[src/rtl/ocx_tlx_framer_cmd_sched.sv]
// Credit-gated command scheduler between the TL command FIFO and the flit packer.
// Optional stall watchdog enabled by defining OCX_TLX_FRAMER_CMD_STALL_TIMER_EN.
module ocx_tlx_framer_cmd_sched #(
  parameter int INIT_CREDITS = 8,
  parameter int CREDIT_MAX   = 16,
  parameter int STALL_LIMIT  = 255
) (
  input  logic         clock,
  input  logic         reset_n,
  input  logic         fifo_data_available,
  input  logic [171:0] fifo_data,
  output logic         fifo_rd_done,
  input  logic         crd_return_valid,
  input  logic [3:0]   crd_return_count,
  output logic         cmd_valid,
  output logic [171:0] cmd_data,
  input  logic         cmd_ready,
  output logic [4:0]   credit_count,
  output logic [15:0]  sent_count,
  output logic         credit_overflow_error,
  output logic         stall_error
);

  typedef enum logic [0:0] {
    IDLE = 1'b0,
    HOLD = 1'b1
  } state_t;

  localparam logic [5:0] CREDIT_CEIL = 6'(CREDIT_MAX);
  localparam logic [4:0] CREDIT_INIT = 5'(INIT_CREDITS);

  state_t     state;
  state_t     state_nxt;
  logic       load;
  logic [5:0] credit_sum;

  assign cmd_valid = (state == HOLD);

  // Load decision, pop strobe, next state and next credit value.
  always_comb begin
    load         = 1'b0;
    fifo_rd_done = 1'b0;
    state_nxt    = state;
    credit_sum   = 6'd0;
    load = fifo_data_available && (credit_count != 5'd0) && ((state == IDLE) || cmd_ready);
    fifo_rd_done = load && reset_n;
    case (state)
      IDLE: begin
        if (load) state_nxt = HOLD;
        else      state_nxt = IDLE;
      end
      HOLD: begin
        if (load)           state_nxt = HOLD;
        else if (cmd_ready) state_nxt = IDLE;
        else                state_nxt = HOLD;
      end
      default: state_nxt = IDLE;
    endcase
    // load implies credit_count > 0, so the subtraction never underflows.
    if (crd_return_valid) begin
      credit_sum = {1'b0, credit_count} - {5'd0, load} + {2'd0, crd_return_count};
    end else begin
      credit_sum = {1'b0, credit_count} - {5'd0, load};
    end
  end

  // State, held command, credit and sent-count registers.
  always_ff @(posedge clock) begin
    if (!reset_n) begin
      state                 <= IDLE;
      cmd_data              <= 172'd0;
      credit_count          <= CREDIT_INIT;
      sent_count            <= 16'd0;
      credit_overflow_error <= 1'b0;
    end else begin
      state <= state_nxt;
      if (load) cmd_data <= fifo_data;
      if (credit_sum > CREDIT_CEIL) begin
        credit_count          <= CREDIT_CEIL[4:0];
        credit_overflow_error <= 1'b1;
      end else begin
        credit_count          <= credit_sum[4:0];
        credit_overflow_error <= 1'b0;
      end
      if (cmd_valid && cmd_ready) sent_count <= sent_count + 16'd1;
    end
  end

`ifdef OCX_TLX_FRAMER_CMD_STALL_TIMER_EN
  localparam logic [7:0] STALL_THRESH = 8'(STALL_LIMIT);

  logic [7:0] stall_cnt;

  // Consecutive back-pressure cycles, saturating so a long stall keeps the error up.
  always_ff @(posedge clock) begin
    if (!reset_n) begin
      stall_cnt <= 8'd0;
    end else if ((state == IDLE) || cmd_ready) begin
      stall_cnt <= 8'd0;
    end else if (stall_cnt != 8'hFF) begin
      stall_cnt <= stall_cnt + 8'd1;
    end else begin
      stall_cnt <= stall_cnt;
    end
  end

  assign stall_error = (stall_cnt >= STALL_THRESH);
`else
  assign stall_error = 1'b0;
`endif

endmodule

[config.mk]
export PLATFORM = sky130hd
export DESIGN_NAME = ocx_tlx_framer_cmd_sched
export DESIGN_NICKNAME = d
export VERILOG_FILES = /design/src/rtl/ocx_tlx_framer_cmd_sched.sv
export SDC_FILE = /design/constraint.sdc
export NUM_CORES = 1
export LEC_CHECK = 0
export ABC_AREA = 1
export CAP_MARGIN = 10
export CORE_MARGIN = 3
export CORE_UTILIZATION = 32
export DETAILED_ROUTE_END_ITERATION = 6
export MAX_ROUTING_LAYER = met4
export PLACE_DENSITY = 0.78
export SYNTH_ARGS = -nofsm -noshare
export SYNTH_HDL_FRONTEND = slang
export SYNTH_SLANG_ARGS = --single-unit
export TNS_END_PERCENT = 30
[constraint.sdc]
create_clock -name clock -period 8.3 [get_ports clock]
set_clock_uncertainty 0.05 [all_clocks]
set_input_delay 1.66 -clock clock [delete_from_list [all_inputs] [get_ports clock]]
set_output_delay 1.66 -clock clock [all_outputs]
set_load 0.05 [all_outputs]
# == Yosys cells after proc, flatten, opt, wreduce, memory -nomap -nowiden ==
# Cells that the tools add are included.
# word_totals
word_cells,26
in_bits,181
ff_bits,195
memories,0
latch_bits,0
ramBits,0
rom_bits,0
out_inout_bits,197
# op_classes
n_div,0
order_cmp,1
add_sub_neg,3
mux,7
n_mul,0
eq_ne,0
reduce_logical,7
shift,0
bitwise,2
# op_table
cell,count
$add 16x1->16 const B,1
$add 6x4->6,1
$gt 6x5->1 const B,1
$mux 6,1
$sub 5x1->6,1
$mux 5,1
$reduce_bool 5->1,1
$logic_and 1x1->1,4
$mux 1,4
$not 1->1,2
$pmux 1 s2,1
$reduce_or 2->1,1
$logic_or 1x1->1,1

# == Longest topological paths before layout ==
# logic_depth
depth_word,8
depth_mapped,23
depth_no_buf,21

# == Worst setup path before layout ==
# No wires, ideal clock.
# synth_timing
path_type,in2out
from,in cmd_ready
to,out fifo_rd_done
path_stages,6
path_slack_ns,3.761
t_arrival_ns,2.829
required_time_ns,6.590
path_buffers,2
cell_sequence,inv_1 nand2_1 nand3_2 buf_6 buf_4 nor2_1
# synth_between
elab_chain_cells,3
# synth_lines
element,line,rtl
start: declaration,17,"input logic cmd_ready,"
$logic_or 1x1->1,45,load = fifo_data_available && (credit_count != 5'd0) && ((state == IDLE) || cmd_ready);
$logic_and 1x1->1,45,
$logic_and 1x1->1,46,fifo_rd_done = load && reset_n;
end: declaration,12,"output logic fifo_rd_done,"
# No other way between the ends.

# == Final worst setup path ==
# Same ends and word-level chain as after synthesis.

==> summary.md <==
| Metric | Value |
|---|---|
| Status | completed |
| I/O pins | 378 |
| Pin count of the biggest net entering global routing | about 100 |
| Mapped Area | ~0.0074 mm^2 |
| Rows | between 50 and 60 |
| Vias in the first global route | 6905 |
| Final Max Tran Viols | 0 |
| CTS H-tree depth | 4 |
| Setup ws final | around 2500 ps |
| Gpl congestion | 0.845 |
| Hold Violations, Final | 0 |
| Synth area leader | dfxtp_1 |
| Input/output buffers | 376 |
| Avg Cell Area, Syn | around 7.6 um^2 |
| Relative slew slack | 0.308 |
| Sequential share of the synthesized area | 0.528 |
| Syn Nets | about 1200 |
| Diodes inserted | 0 |
| PD cells | between 300 and 400 mW/mm^2 |
| Die width | 158 um |
| Initial antenna violation count | 0 |
| Antenna viol nets, final | 0 |
| Leakage power | between 0.004 and 0.005 uW |
| Synth Instances | 972 |
| Area Growth Syn to Fin | 58.9% |
| CP arrival | around 4100 ps |
| Ys Warns | 0 |
| Core box area | 0.0227 mm^2 |
| Global-route usage over all layers | 0.179 |
| Cts bufs inserted | 17 |
| Async SR Flop Fraction | 0 |
| Tmin final | around 5800 ps |
| Reg-to-Reg Start | credit_count[1]$_SDFF_PP0_ |
| Longest Clk Path Bufs | 2 |
| Top cell type's share of synthesized area | 0.528 |
| Root Buffer | clkbuf_16 |
| Primary FF master, synth | dfxtp_1 |
| Post-DP HPWL | approximately 17000 um |
| CTS tree | done |
| Total global routing overflow | 0 |
| Cell area after layout | 0.0118 mm^2 |
| Placed inst area | 0.0112 mm^2 |
| Max-Cap Viols | 0 |
| Drt via density | between 4 and 5 |
| Distinct cells, synth | 27 |
| Hold_sp | cmd_data[88]$_SDFFE_PN0P_ |
| Share of layout cells above drive strength 1 | 0.0385 |
| Initial Util | 0.326 |
| Vias | ~7400 |
| Worst Max-Slew Pin Slew | 1040 ps |
| Final wirelength | roughly 23000 um |
| Crit path launch type | input port |
| 1st-iter DRT viols | about 500 |
| CP max stage cell | clkdlybuf4s50_1 |
| Critical path class | input port to output pin |
| Worst VDD drop | approximately 0.00018 V |
| Pre-CTS worst setup slack | between 2000 and 3000 ps |
| Hold crit path type | flip-flop to flip-flop |
| Post-route DRC | 0 |
| Period utilization | 0.694 |
| EDFF count, synth | 0 |
| Drt pass-1 iters | 7 |
| Util after Layout | 0.518 |
| Quantity of gates resized following cts | 0 |
| Cts hold-fix bufs | 0 |
| WP data required | 6590 ps |
| Clock transition at path regs | 70 ps |
| Die extent in y | ~160 um |
| Clk_lat worst skew | ~420 ps |
| Final setup viols | 0 |
| Worst Setup End Kind | output pin |
| Crit-path most repeated cell | clkdlybuf4s50_1 |
| # fillers | between 2000 and 2500 |
| Die ar. | roughly 0.025 mm^2 |
| First-pass GRT wire length | approximately 35000 um |
| RSZ-0062 raised after global routing | false |
| Slowest stage delay, CP | between 800 and 900 ps |
| Buffers and inverters on the worst path | 4 |
| Synth Register Bits | between 150 and 200 |
| CP max FO | 66 |
| CP top delay family | buffers and inverters |
| Setup repair bufs after CTS | 0 |
| Crit. Startpoint | cmd_ready |
| Wire per inst | between 10 and 15 um |
| Crit path cell chain | clkdlybuf4s50_1, inv_1, nand2_1, nand3_4, buf_4, nor2_1, clkdlybuf4s50_1 |
| FMAX | between 150 and 200 MHz |
| Sink Count | roughly 200 |
| Final setup TNS | 0 ps |
| Top cells by area, synth | dfxtp_1, nand2_1, a21oi_1 |
| Final net count | around 1500 |
tightest hold or removal path, stage by stage (launching register included):
cell     delay [ps]
dfxtp_1         310
nand2_1          60
a21oi_1          50
final cells by class:
type | instances | area [um^2] | area share
Sequential cell | 195 | 3900 | 0.332
Timing Repair Buffer | 380 | 3790 | 0.323
Multi-Input combinational cell | 681 | 2990 | 0.254
Clock buffer | 17 | 425 | 0.0362
Tap cell | 285 | 357 | 0.0303
Inverter | 37 | 146 | 0.0125
Clock inverter | 14 | 139 | 0.0118
report_power, final:
part	switching (uW)	leakage, uW	internal (uW)	total, uW
combinational	1080	0.00257	524	1610
sequential	90.8	0.00160	1090	1190
clock	398	0.000278	398	796
per-layer routing:
layer,part of all wire,track usage,vias to the layer above
li1,-,-,3765
met1,0.43,0.217,3389
met2,0.49,0.293,262
met3,0.077,0.0536,13
met4,0.0096,0.0414,0
met5,0,-,-
layout by cell type (no fill, tap or decap), types with 2 or more instances in the layout:
master	count
buf_4	4
inv_6	6
ha_1	7
nand3_1	16
clkinv_4	4
inv_8	2
inv_1	34
nor3_1	5
and2_1	2
nand2_1	407
nand4_1	2
clkinv_8	2
o21ai_0	9
dfxtp_1	195
clkbuf_16	17
a21oi_1	184
nor2_1	28
clkdlybuf4s50_1	376
nor2_2	5
nand2_2	3
nand3_2	2
o21ai_1	3
synthesized netlist by cell type, drive strengths merged (2+ instances only):
| library cell | number |
|---|---|
| nand2 | 410 |
| inv | 37 |
| ha | 7 |
| nand4 | 3 |
| nand3 | 19 |
| dfxtp | 195 |
| buf | 39 |
| and2 | 2 |
| a21oi | 184 |
| o21ai | 12 |
| nor3 | 5 |
| clkbuf | 20 |
| nor2 | 34 |
flip-flops by register name, summed over array words and instances (netlist names):
name                   flops
cmd_valid                  1
credit_count               5
cmd_data                 172
sent_count                16
credit_overflow_error      1
per-stage QoR:
stage | hold slack [ps] | power [uW] | cells
4_1_cts | 416 | 3620 | 1609
2_1_floorplan | 619 | 2330 | 972
3_5_place_dp | 405 | 2820 | 1578
5_1_grt | 430 | 3790 | 1609
6_report | 415 | 3590 | 1609
3_3_place_gp | 396 | 2790 | 1578
cell families (layout without fill, tap and decap cells):
kind of cell	after synthesis	in the layout	share of synthesized area
flip-flops	195	195	0.528
XOR/XNOR	1	1	0.00118
AND/OR/NAND/NOR	474	474	0.253
buffers and inverters	96	448	0.0692
adder cells (fa/ha/maj)	8	8	0.0145
AO/OA/AOI/OAI	197	197	0.133
other	1	1	0.000507
path summary, 6_finish.rpt:
check / to / slack [ps] / cells after the start
worst min register to register: cmd_data[88]$_SDFFE_PN0P_ / 410 / 2
worst max-delay path: fifo_rd_done / 2540 / 7
worst max register to register: credit_count[0]$_SDFF_PP0_ / 4620 / 21
worst min-delay path: cmd_data[88]$_SDFFE_PN0P_ / 410 / 2
No activity file was read; power rests on OpenSTA's default activity.
